File: src/rtl/alu_ctrl_pkg.sv
`default_nettype none
// ============================================================================
// Module   : alu_ctrl_pkg
// Brief    : Opcodes, flag positions, sequencer states and command layout.
// Revision : 1.0
// ============================================================================
package alu_ctrl_pkg;

    localparam int OP_W       = 4;
    localparam int REG_W      = 4;
    localparam int REP_W      = 4;
    localparam int FLAG_W     = 5;
    localparam int FIFO_DEPTH = 2;

    localparam logic [OP_W-1:0] OP_ADD = 4'h0;
    localparam logic [OP_W-1:0] OP_SUB = 4'h1;
    localparam logic [OP_W-1:0] OP_AND = 4'h2;
    localparam logic [OP_W-1:0] OP_OR  = 4'h3;
    localparam logic [OP_W-1:0] OP_XOR = 4'h4;
    localparam logic [OP_W-1:0] OP_SHL = 4'h5;
    localparam logic [OP_W-1:0] OP_SHR = 4'h6;
    localparam logic [OP_W-1:0] OP_CMP = 4'h7;

    // Flag vector layout is {C,L,F,Z,N}
    localparam int FLAG_N = 0;
    localparam int FLAG_Z = 1;
    localparam int FLAG_F = 2;
    localparam int FLAG_L = 3;
    localparam int FLAG_C = 4;

    typedef enum logic [1:0] {
        ST_IDLE  = 2'd0,
        ST_READ  = 2'd1,
        ST_EXEC  = 2'd2,
        ST_WRITE = 2'd3
    } seq_state_t;

    typedef struct packed {
        logic [OP_W-1:0]  op;
        logic [REG_W-1:0] ra;
        logic [REG_W-1:0] rb;
        logic [REG_W-1:0] rd;
        logic [REP_W-1:0] rep;
    } cmd_t;

    // Compares only update flags; every other opcode writes back a result
    function automatic logic writes_back(input logic [OP_W-1:0] op);
        return op != OP_CMP;
    endfunction

endpackage
`default_nettype wire

File: src/rtl/cmd_fifo2.sv
`default_nettype none
// ============================================================================
// Module   : cmd_fifo2
// Brief    : Two-entry command FIFO with wrapping pointers and occupancy count.
// Revision : 1.0
// ============================================================================
module cmd_fifo2
    import alu_ctrl_pkg::*;
(
    input  logic clk,
    input  logic reset,
    input  logic i_push,
    input  cmd_t i_data,
    input  logic i_pop,
    output cmd_t o_head,
    output logic o_full,
    output logic o_empty
);

    cmd_t       r_mem [FIFO_DEPTH];
    logic       r_wr_ptr;
    logic       r_rd_ptr;
    logic [1:0] r_count;
    logic       w_push;
    logic       w_pop;

    assign o_full  = (r_count == 2'(FIFO_DEPTH));
    assign o_empty = (r_count == 2'd0);
    assign w_push  = i_push & ~o_full;
    assign w_pop   = i_pop & ~o_empty;
    assign o_head  = r_mem[r_rd_ptr];

    always_ff @(posedge clk) begin
        if (w_push) begin
            r_mem[r_wr_ptr] <= i_data;
        end
    end

    always_ff @(posedge clk or negedge reset) begin
        if (!reset) begin
            r_wr_ptr <= 1'b0;
            r_rd_ptr <= 1'b0;
            r_count  <= 2'd0;
        end else begin
            if (w_push) r_wr_ptr <= ~r_wr_ptr;
            if (w_pop)  r_rd_ptr <= ~r_rd_ptr;
            // Simultaneous push and pop leaves occupancy unchanged
            case ({w_push, w_pop})
                2'b10:   r_count <= r_count + 2'd1;
                2'b01:   r_count <= r_count - 2'd1;
                default: r_count <= r_count;
            endcase
        end
    end

endmodule
`default_nettype wire

File: src/rtl/alu_sequencer.sv
`default_nettype none
// ============================================================================
// Module   : alu_sequencer
// Brief    : Buffers ALU commands and steps each through READ/EXEC/WRITE,
//            repeating it cmd_rep+1 times.
// Revision : 1.0
// ============================================================================
module alu_sequencer
    import alu_ctrl_pkg::*;
(
    input  logic              clk,
    input  logic              reset,
    input  logic              cmd_valid,
    output logic              cmd_ready,
    input  logic [OP_W-1:0]   cmd_op,
    input  logic [REG_W-1:0]  cmd_ra,
    input  logic [REG_W-1:0]  cmd_rb,
    input  logic [REG_W-1:0]  cmd_rd,
    input  logic [REP_W-1:0]  cmd_rep,
    input  logic [FLAG_W-1:0] alu_flags,
    output logic [REG_W-1:0]  ra_addr,
    output logic [REG_W-1:0]  rb_addr,
    output logic [OP_W-1:0]   alu_op,
    output logic [REG_W-1:0]  wr_addr,
    output logic              wr_en,
    output logic [FLAG_W-1:0] flags,
    output logic              busy,
    output logic              done
);

    seq_state_t        r_state;
    seq_state_t        w_state_nxt;
    cmd_t              r_cmd;
    logic [REP_W-1:0]  r_iter;
    logic [FLAG_W-1:0] r_flags;

    cmd_t w_cmd_in;
    cmd_t w_head;
    logic w_full;
    logic w_empty;
    logic w_push;
    logic w_pop;
    logic w_dec;

    assign w_cmd_in  = '{op: cmd_op, ra: cmd_ra, rb: cmd_rb, rd: cmd_rd, rep: cmd_rep};
    assign cmd_ready = ~w_full;
    assign w_push    = cmd_valid & cmd_ready;

    cmd_fifo2 u_fifo (
        .clk     (clk),
        .reset   (reset),
        .i_push  (w_push),
        .i_data  (w_cmd_in),
        .i_pop   (w_pop),
        .o_head  (w_head),
        .o_full  (w_full),
        .o_empty (w_empty)
    );

    always_ff @(posedge clk or negedge reset) begin
        if (!reset) begin
            r_state <= ST_IDLE;
            r_cmd   <= '0;
            r_iter  <= '0;
            r_flags <= '0;
        end else begin
            r_state <= w_state_nxt;
            if (w_pop) begin
                r_cmd  <= w_head;
                r_iter <= w_head.rep;
            end else if (w_dec) begin
                r_iter <= r_iter - 1'b1;
            end
            if (r_state == ST_WRITE) begin
                r_flags <= alu_flags;
            end
        end
    end

    always_comb begin
        w_state_nxt = r_state;
        w_pop       = 1'b0;
        w_dec       = 1'b0;
        case (r_state)
            ST_IDLE: begin
                if (!w_empty) begin
                    w_state_nxt = ST_READ;
                    w_pop       = 1'b1;
                end
            end
            ST_READ:  w_state_nxt = ST_EXEC;
            ST_EXEC:  w_state_nxt = ST_WRITE;
            ST_WRITE: begin
                // Remaining iterations take priority over the next buffered command
                if (r_iter != '0) begin
                    w_state_nxt = ST_READ;
                    w_dec       = 1'b1;
                end else if (!w_empty) begin
                    w_state_nxt = ST_READ;
                    w_pop       = 1'b1;
                end else begin
                    w_state_nxt = ST_IDLE;
                end
            end
            default:  w_state_nxt = ST_IDLE;
        endcase
    end

    always_comb begin
        ra_addr = '0;
        rb_addr = '0;
        alu_op  = '0;
        wr_addr = '0;
        wr_en   = 1'b0;
        done    = 1'b0;
        if (r_state != ST_IDLE) begin
            ra_addr = r_cmd.ra;
            rb_addr = r_cmd.rb;
            alu_op  = r_cmd.op;
            wr_addr = r_cmd.rd;
        end
        if (r_state == ST_WRITE) begin
            wr_en = writes_back(r_cmd.op);
            done  = (r_iter == '0);
        end
    end

    assign flags = r_flags;
    assign busy  = (r_state != ST_IDLE) | ~w_empty;

endmodule
`default_nettype wire
File: config.mk
export PLATFORM = sky130hd
export DESIGN_NAME = alu_sequencer
export DESIGN_NICKNAME = d
export VERILOG_FILES = /design/src/rtl/alu_ctrl_pkg.sv /design/src/rtl/cmd_fifo2.sv /design/src/rtl/alu_sequencer.sv
export SDC_FILE = /design/constraint.sdc
export NUM_CORES = 1
export LEC_CHECK = 0
export CAP_MARGIN = 20
export CORE_ASPECT_RATIO = 1.4
export CORE_UTILIZATION = 52
export DETAILED_ROUTE_END_ITERATION = 7
export HOLD_SLACK_MARGIN = 0.15
export PLACE_DENSITY = 0.79
export SYNTH_ARGS = -nofsm -noshare
export SYNTH_HDL_FRONTEND = slang
export SYNTH_HIERARCHICAL = 1
export SYNTH_SLANG_ARGS = --single-unit
File: constraint.sdc
create_clock -name clk -period 2.56 [get_ports clk]
set_clock_uncertainty 0.1 [all_clocks]
set_input_delay 0.384 -clock clk [delete_from_list [all_inputs] [get_ports clk]]
set_output_delay 0.384 -clock clk [all_outputs]
set_load 0.01 [all_outputs]
======== Word level (Yosys, flattened, before mapping) ========
Memories as Yosys holds them, arrays and structs flattened.
Index checks and enable logic that the tools add are counted.
cells by class
  $add $sub $neg .......................... 3
  reductions and logical operators ........ 7
  equal/unequal tests ..................... 8
  bitwise operators ....................... 8
  muxes and demuxes ....................... 20
operator list
  operator             number
  $mux 4               6
  $mux 1               10
  $eq 2x2->1 const B   4
  $pmux 2 s4           1
  $reduce_bool 2->1    3
  $eq 2x1->1 const B   2
  $logic_not 2->1      2
  $logic_not 4->1      1
  $ne 4x3->1 const B   1
  $not 1->1            4
  $pmux 2 s2           1
  $reduce_bool 4->1    1
  $sub 4x1->4 const B  1
  $and 1x1->1          3
  $add 2x1->2 const B  1
  $mux 2               1
  $ne 2x2->1 const B   1
  $pmux 1 s2           1
  $sub 2x1->2 const B  1
  $or 1x1->1           1
word-level totals
  memories ................................ 1
  output and inout port bits .............. 25
  input bits .............................. 28
  bits in registers ....................... 31
  memory bits (writable) .................. 40
memories
  memory        words  width  read ports  clocked after memory_dff  wr ports  RTL line         text
  u_fifo.r_mem  2      20     1           0                         1         cmd_fifo2.sv:20  cmd_t r_mem [FIFO_DEPTH];

======== Logic depth before layout (Yosys ltp) ========
Gate-level depths: netlist of run 1.
  depth after elaboration ................. 7
  depth in mapped cells ................... 10
  mapped depth without buffers ............ 9

======== Hierarchy ========
Netlist of run 1, hierarchy kept.
modules (own cells, without submodules)
  module         area an instance (um2)  cells an instance  seq. area each (um2)  instances
  cmd_fifo2      1637.8                  80                 1301.2                1
  alu_sequencer  1453.9                  116                675.6                 1

======== Worst setup path before layout of run 1 ========
Ideal clock, no wire load.
  kind .................................... flip-flop to flip-flop
  from .................................... reg r_iter[0]
  to ...................................... reg u_fifo.r_count[1]
  path slack .............................. 342 ps
  stages on the path, launching flop included .. 10
  path buffers ............................ 1
  setup time .............................. 79 ps
  clock period less this slack ............ 2218 ps
  required time ........................... 2381 ps
  arrival ................................. 2039 ps
  cell sequence ........................... dfrtp_1 -> inv_1 -> ha_1 -> nor4bb_4 -> o21a_4 -> buf_12 -> nor2b_2 -> ha_1 -> nor2_1 -> xor2_1
on the way
  longest elaborated chain between the ends .. 6
  elaborated cells between the ends (all ways) .. 8
  those cells by class .................... eq/ne: 2; mux: 3; bitwise: 1; reduce/logical: 2
ends and longest elaborated chain
  item                                                    RTL line             text
  from (decl)                                             alu_sequencer.sv:34  logic [REP_W-1:0] r_iter;
  from (signal assigned)                                  alu_sequencer.sv:70  r_iter <= w_head.rep;
  from (signal assigned)                                  alu_sequencer.sv:72  r_iter <= r_iter - 1'b1;
  $reduce_bool 4->1 (*)                                   alu_sequencer.sv:95  if (r_iter != '0) begin
  $mux 1 (*)                                              alu_sequencer.sv:95
  $pmux 1 s2 (*)                                          alu_sequencer.sv:84  case (r_state)
  via w_pop                                               alu_sequencer.sv:42  logic w_pop;
  $and 1x1->1 (*)                                         cmd_fifo2.sv:30      assign w_pop = i_pop & ~o_empty;
  via u_fifo.w_pop                                        cmd_fifo2.sv:25      logic w_pop;
  $eq 2x1->1 / $eq 2x2->1 (equally long branches)         cmd_fifo2.sv:48      case ({w_push, w_pop})
  $pmux 2 s2 / $reduce_bool 2->1 (equally long branches)  -
  to (signal assigned)                                    cmd_fifo2.sv:49      2'b10: r_count <= r_count + 2'd1;
  to (signal assigned)                                    cmd_fifo2.sv:50      2'b01: r_count <= r_count - 2'd1;
  to (signal assigned)                                    cmd_fifo2.sv:51      default: r_count <= r_count;
  to (decl)                                               cmd_fifo2.sv:23      logic [1:0] r_count;
The timed path passes the listed nets; every way through them passes the cells marked *.
A chain may end at the register's enable or synchronous reset.

======== Worst setup path after layout of run 1 ========
  from .................................... reg r_state[0]
  to ...................................... out rb_addr[0]
on the way
  longest elaborated chain between the ends .. 2
ends and longest elaborated chain
  item                    RTL line              text
  from (decl)             alu_sequencer.sv:31   seq_state_t r_state;
  from (signal assigned)  alu_sequencer.sv:67   r_state <= w_state_nxt;
  $reduce_bool 2->1       alu_sequencer.sv:116  if (r_state != ST_IDLE) begin
  $mux 4                  alu_sequencer.sv:116
  to (decl)               alu_sequencer.sv:22   output logic [REG_W-1:0] rb_addr,
No other way between the ends.

==> summary.md, run 1 <==
| Metric | Value |
|---|---|
| Clk root buf | clkbuf_8 |
| Ys flop type | edfxtp_1 |
| Critical path required time | 2080 ps |
| Worst-Margin Slew | 411 ps |
| CP delay by family, top | buffers and inverters |
| Highest-delay cell along the critical path | clkdlybuf4s50_1 |
| Setup-failing EPs final | 0 |
| Max-cap check violation count | 0 |
| RSZ-0062 raised after global routing | no |
| Die X | 67.2 um |
| Drt first pass iters | 4 |
| Post-synth EDFFs | 40 |
| Area delta synth->final | 26.2% |
| GRT Total Usage | 20.2% |
| Warnings, synthesis | 6 |
| Seq/Total Area, Yosys | 63.9% |
| CP Buf/Inv Count | 3 |
| PortBufs | 52 |
| Final Max Slew Viols | 0 |
| Skew-Pair Late Insertion Delay | 340 ps |
| Post-Route WL | 5380 um |
| Post-synthesis cell count | 196 |
| DRC viols | 0 |
| Setup ws final | 155 ps |
| Vias per Instance | 5.33 |
| Post-layout net count | 294 |
| Worst setup SP type | flip-flop |
| # diodes | 0 |
| Status | completed |
| Post-synthesis cell type count | 33 |
| Met2 routed WL | 2970 um |
| Syn nets | 228 |
| CTS max path bufs | 2 |
| Vias in the first global route | 1,932 |
| Ys async rst share | 43.7% |
| RD Place Congestion | 0.827 |
| First-pass GRT wire length | 8830 um |
| Pwr/cell area | 1280 nW/um^2 |
| Worst Hold Class | in2async |
| Rel. slew slack | 72.6% |
| Crit end category | output port |
| Register bit total from synthesis | 71 |
| Final setup TNS | 0 ps |
| Layout cells sized above 1 | 25.8% |
| Antenna Nets Post-Route | 0 |
| Avg Cell Area, Syn | 15.8 um^2 |
| Initial core utilization | 55.2% |
| CTS buffer count | 9 |
| Core Area | 5610 um^2 |
| Die H | 93.2 um |
| Largest net degree at the start of global routing | 32 |
| Mapped Area | 3090 um^2 |
| Critical Path AT | 1920 ps |
| DR top layer | met4 |
| Commonest non-fill, non-tap cells in the layout | clkdlybuf4s50_1 (51), edfxtp_1 (40), dfrtp_1 (31), mux2_2 (25), nor2b_1 (17) |
| H-tree lvl count | 3 |
| Commonest non-fill, non-tap cell in the layout | clkdlybuf4s50_1 |
| Tmin final | 2410 ps |
| Power, Total | 5.01 mW |
| Maximum VDD drop | 0.684 mV |
| Placed cells | 319 |
| Min Hold Slack | 341 ps |
| Leading area contributor after synthesis | edfxtp_1 |
| Worst slack, placed | 268 ps |
| Post-DR wirelength/cell | 16.1 um |
| I/O Pins | 53 |
| Synth top area share | 38.9% |
| Design area | 3900 um^2 |
| Routed met1 length | 2140 um |
| Number of antenna violations at the first check in global routing | 0 |
| GRT Residual Overflow | 0 |
| CTS tree | done |
| Crit path cell chain | inv_1 > ha_1 > buf_4 > nor2b_1 > clkdlybuf4s50_1 |
| Die footprint | 6260 um^2 |
| Crit path max fanout | 15 |
| Max Fclk | 0.416 GHz |
| Final std cells w/o fill | 335 |
| WL met3 | 183 um |
| Leakage | 1.53 nW |
| Final Util | 69.6% |
| Initial DRC Count | 101 |
| Final Hold Viols | 0 |
| Area contributors post-synth | edfxtp_1 (39%), dfrtp_1 (25%), mux2_2 (9.1%) |
| Num Clock Sinks | 71 |
| Period utilization | 94.0% |
| Clk pin slew, worst setup/hold paths | 70 ps |
| Cell Area, Placed | 3710 um^2 |
| CP Class | reg2out |
| CP peak stage delay | 550 ps |
| Via count | 1,784 |
| # rows | 32 |
| Hpwl dp | 3710 um |
-- cell families after synthesis --
logic type | count (synthesis) | share of synthesized area (%)
flops | 71 | 63.9
simple gates | 46 | 9.47
mux | 42 | 17.2
buf+inv | 14 | 2.99
compound gates | 13 | 3.08
xor+xnor | 6 | 1.70
fa+ha+maj | 4 | 1.62
-- registers in the layout, indices dropped and copies added, names as in the netlist --
name,cells
flags,5
r_state,2
u_fifo/r_wr_ptr,1
r_iter,4
u_fifo/r_rd_ptr,1
r_cmd,16
u_fifo/r_count,2
u_fifo/r_mem,40
-- synth_stat cells (all sizes together) (2+ instances only) --
cell    instances
xor2            3
ha              4
buf             4
edfxtp         40
a211oi          4
dfrtp          31
nor2            5
o21ai           3
xnor2           3
mux2           41
nand2b          3
nand3           2
clkbuf          3
a32o            2
nor3b           2
inv             7
nor2b          18
a21oi           3
and2            2
nand2           6
-- layer usage --
| metal | vias up | GRT usage, % |
|---|---|---|
| met3 | 8 | 6.10 |
| met5 | - | 0 |
| met1 | 905 | 22.3 |
| met4 | 0 | 11.0 |
| met2 | 32 | 34.0 |
| li1 | 839 | - |
-- power breakdown --
part           total [mW]  switching [mW]  internal (mW)
combinational        2.28           0.968           1.31
sequential           1.88           0.228           1.65
clock               0.850           0.383          0.467
total                5.01            1.58           3.43
-- repair_timing --
item                                    in CTS  in global routing
hold buffers                                 0                  0
setup buffers                                0                  0
endpoints found under the setup margin       0                  1
resized for setup                            0                  1
-- worst reg2reg max path, delay by kind of cell, from the launching register on --
family	cells	cell delay, ps
fa+ha+maj	2	600
buf+inv	1	70
compound gates	1	270
simple gates	3	640
xor+xnor	1	160
flops	1	400
-- final timing paths --
| check | endpoint | depth (start not counted) | from | slack [ps] |
|---|---|---|---|---|
| max | rb_addr[0] | 5 | r_state[0]$_DFFE_PN0P_ | 150 |
| min | r_cmd[13]$_DFFE_PN0P_ | 2 | reset | 340 |
| max reg2reg | u_fifo/r_count[1]$_DFFE_PN0P_ | 8 | r_state[0]$_DFFE_PN0P_ | 230 |
| min reg2reg | r_cmd[7]$_DFFE_PN0P_ | 1 | r_cmd[7]$_DFFE_PN0P_ | 410 |
| max in group asynchronous | flags[3]$_DFFE_PN0P_ | 2 | reset | 1710 |
| min in group clk | r_cmd[7]$_DFFE_PN0P_ | 1 | r_cmd[7]$_DFFE_PN0P_ | 410 |
-- cell type report --
class	count	area (um^2)
flip-flops and latches	71	1980
fillers	412	1700
multi-input cells	111	1020
repair buffers	62	598
clock buffers	11	141
well taps	68	85.1
clock inverters	5	48.8
inverters	7	26.3
Note: power is estimated with default switching activity, not from simulation.
==> run 2, diff against run 1 <==
--- a/config.mk
+++ b/config.mk
@@ -11,6 +11,7 @@
 export DETAILED_ROUTE_END_ITERATION = 7
 export HOLD_SLACK_MARGIN = 0.15
 export PLACE_DENSITY = 0.79
+export SKIP_LAST_GASP = 1
 export SYNTH_ARGS = -nofsm -noshare
 export SYNTH_HDL_FRONTEND = slang
 export SYNTH_HIERARCHICAL = 1
==> results of run 2 <==
Final layout, timing and power as in run 1 (identical DEF).
==> run 3, diff against run 2 <==
--- a/config.mk
+++ b/config.mk
@@ -8,6 +8,7 @@
 export CAP_MARGIN = 20
 export CORE_ASPECT_RATIO = 1.4
 export CORE_UTILIZATION = 52
+export CTS_CLUSTER_DIAMETER = 150
 export DETAILED_ROUTE_END_ITERATION = 7
 export HOLD_SLACK_MARGIN = 0.15
 export PLACE_DENSITY = 0.79
==> results of run 3 <==
Final layout, timing and power as in run 1 (identical DEF).
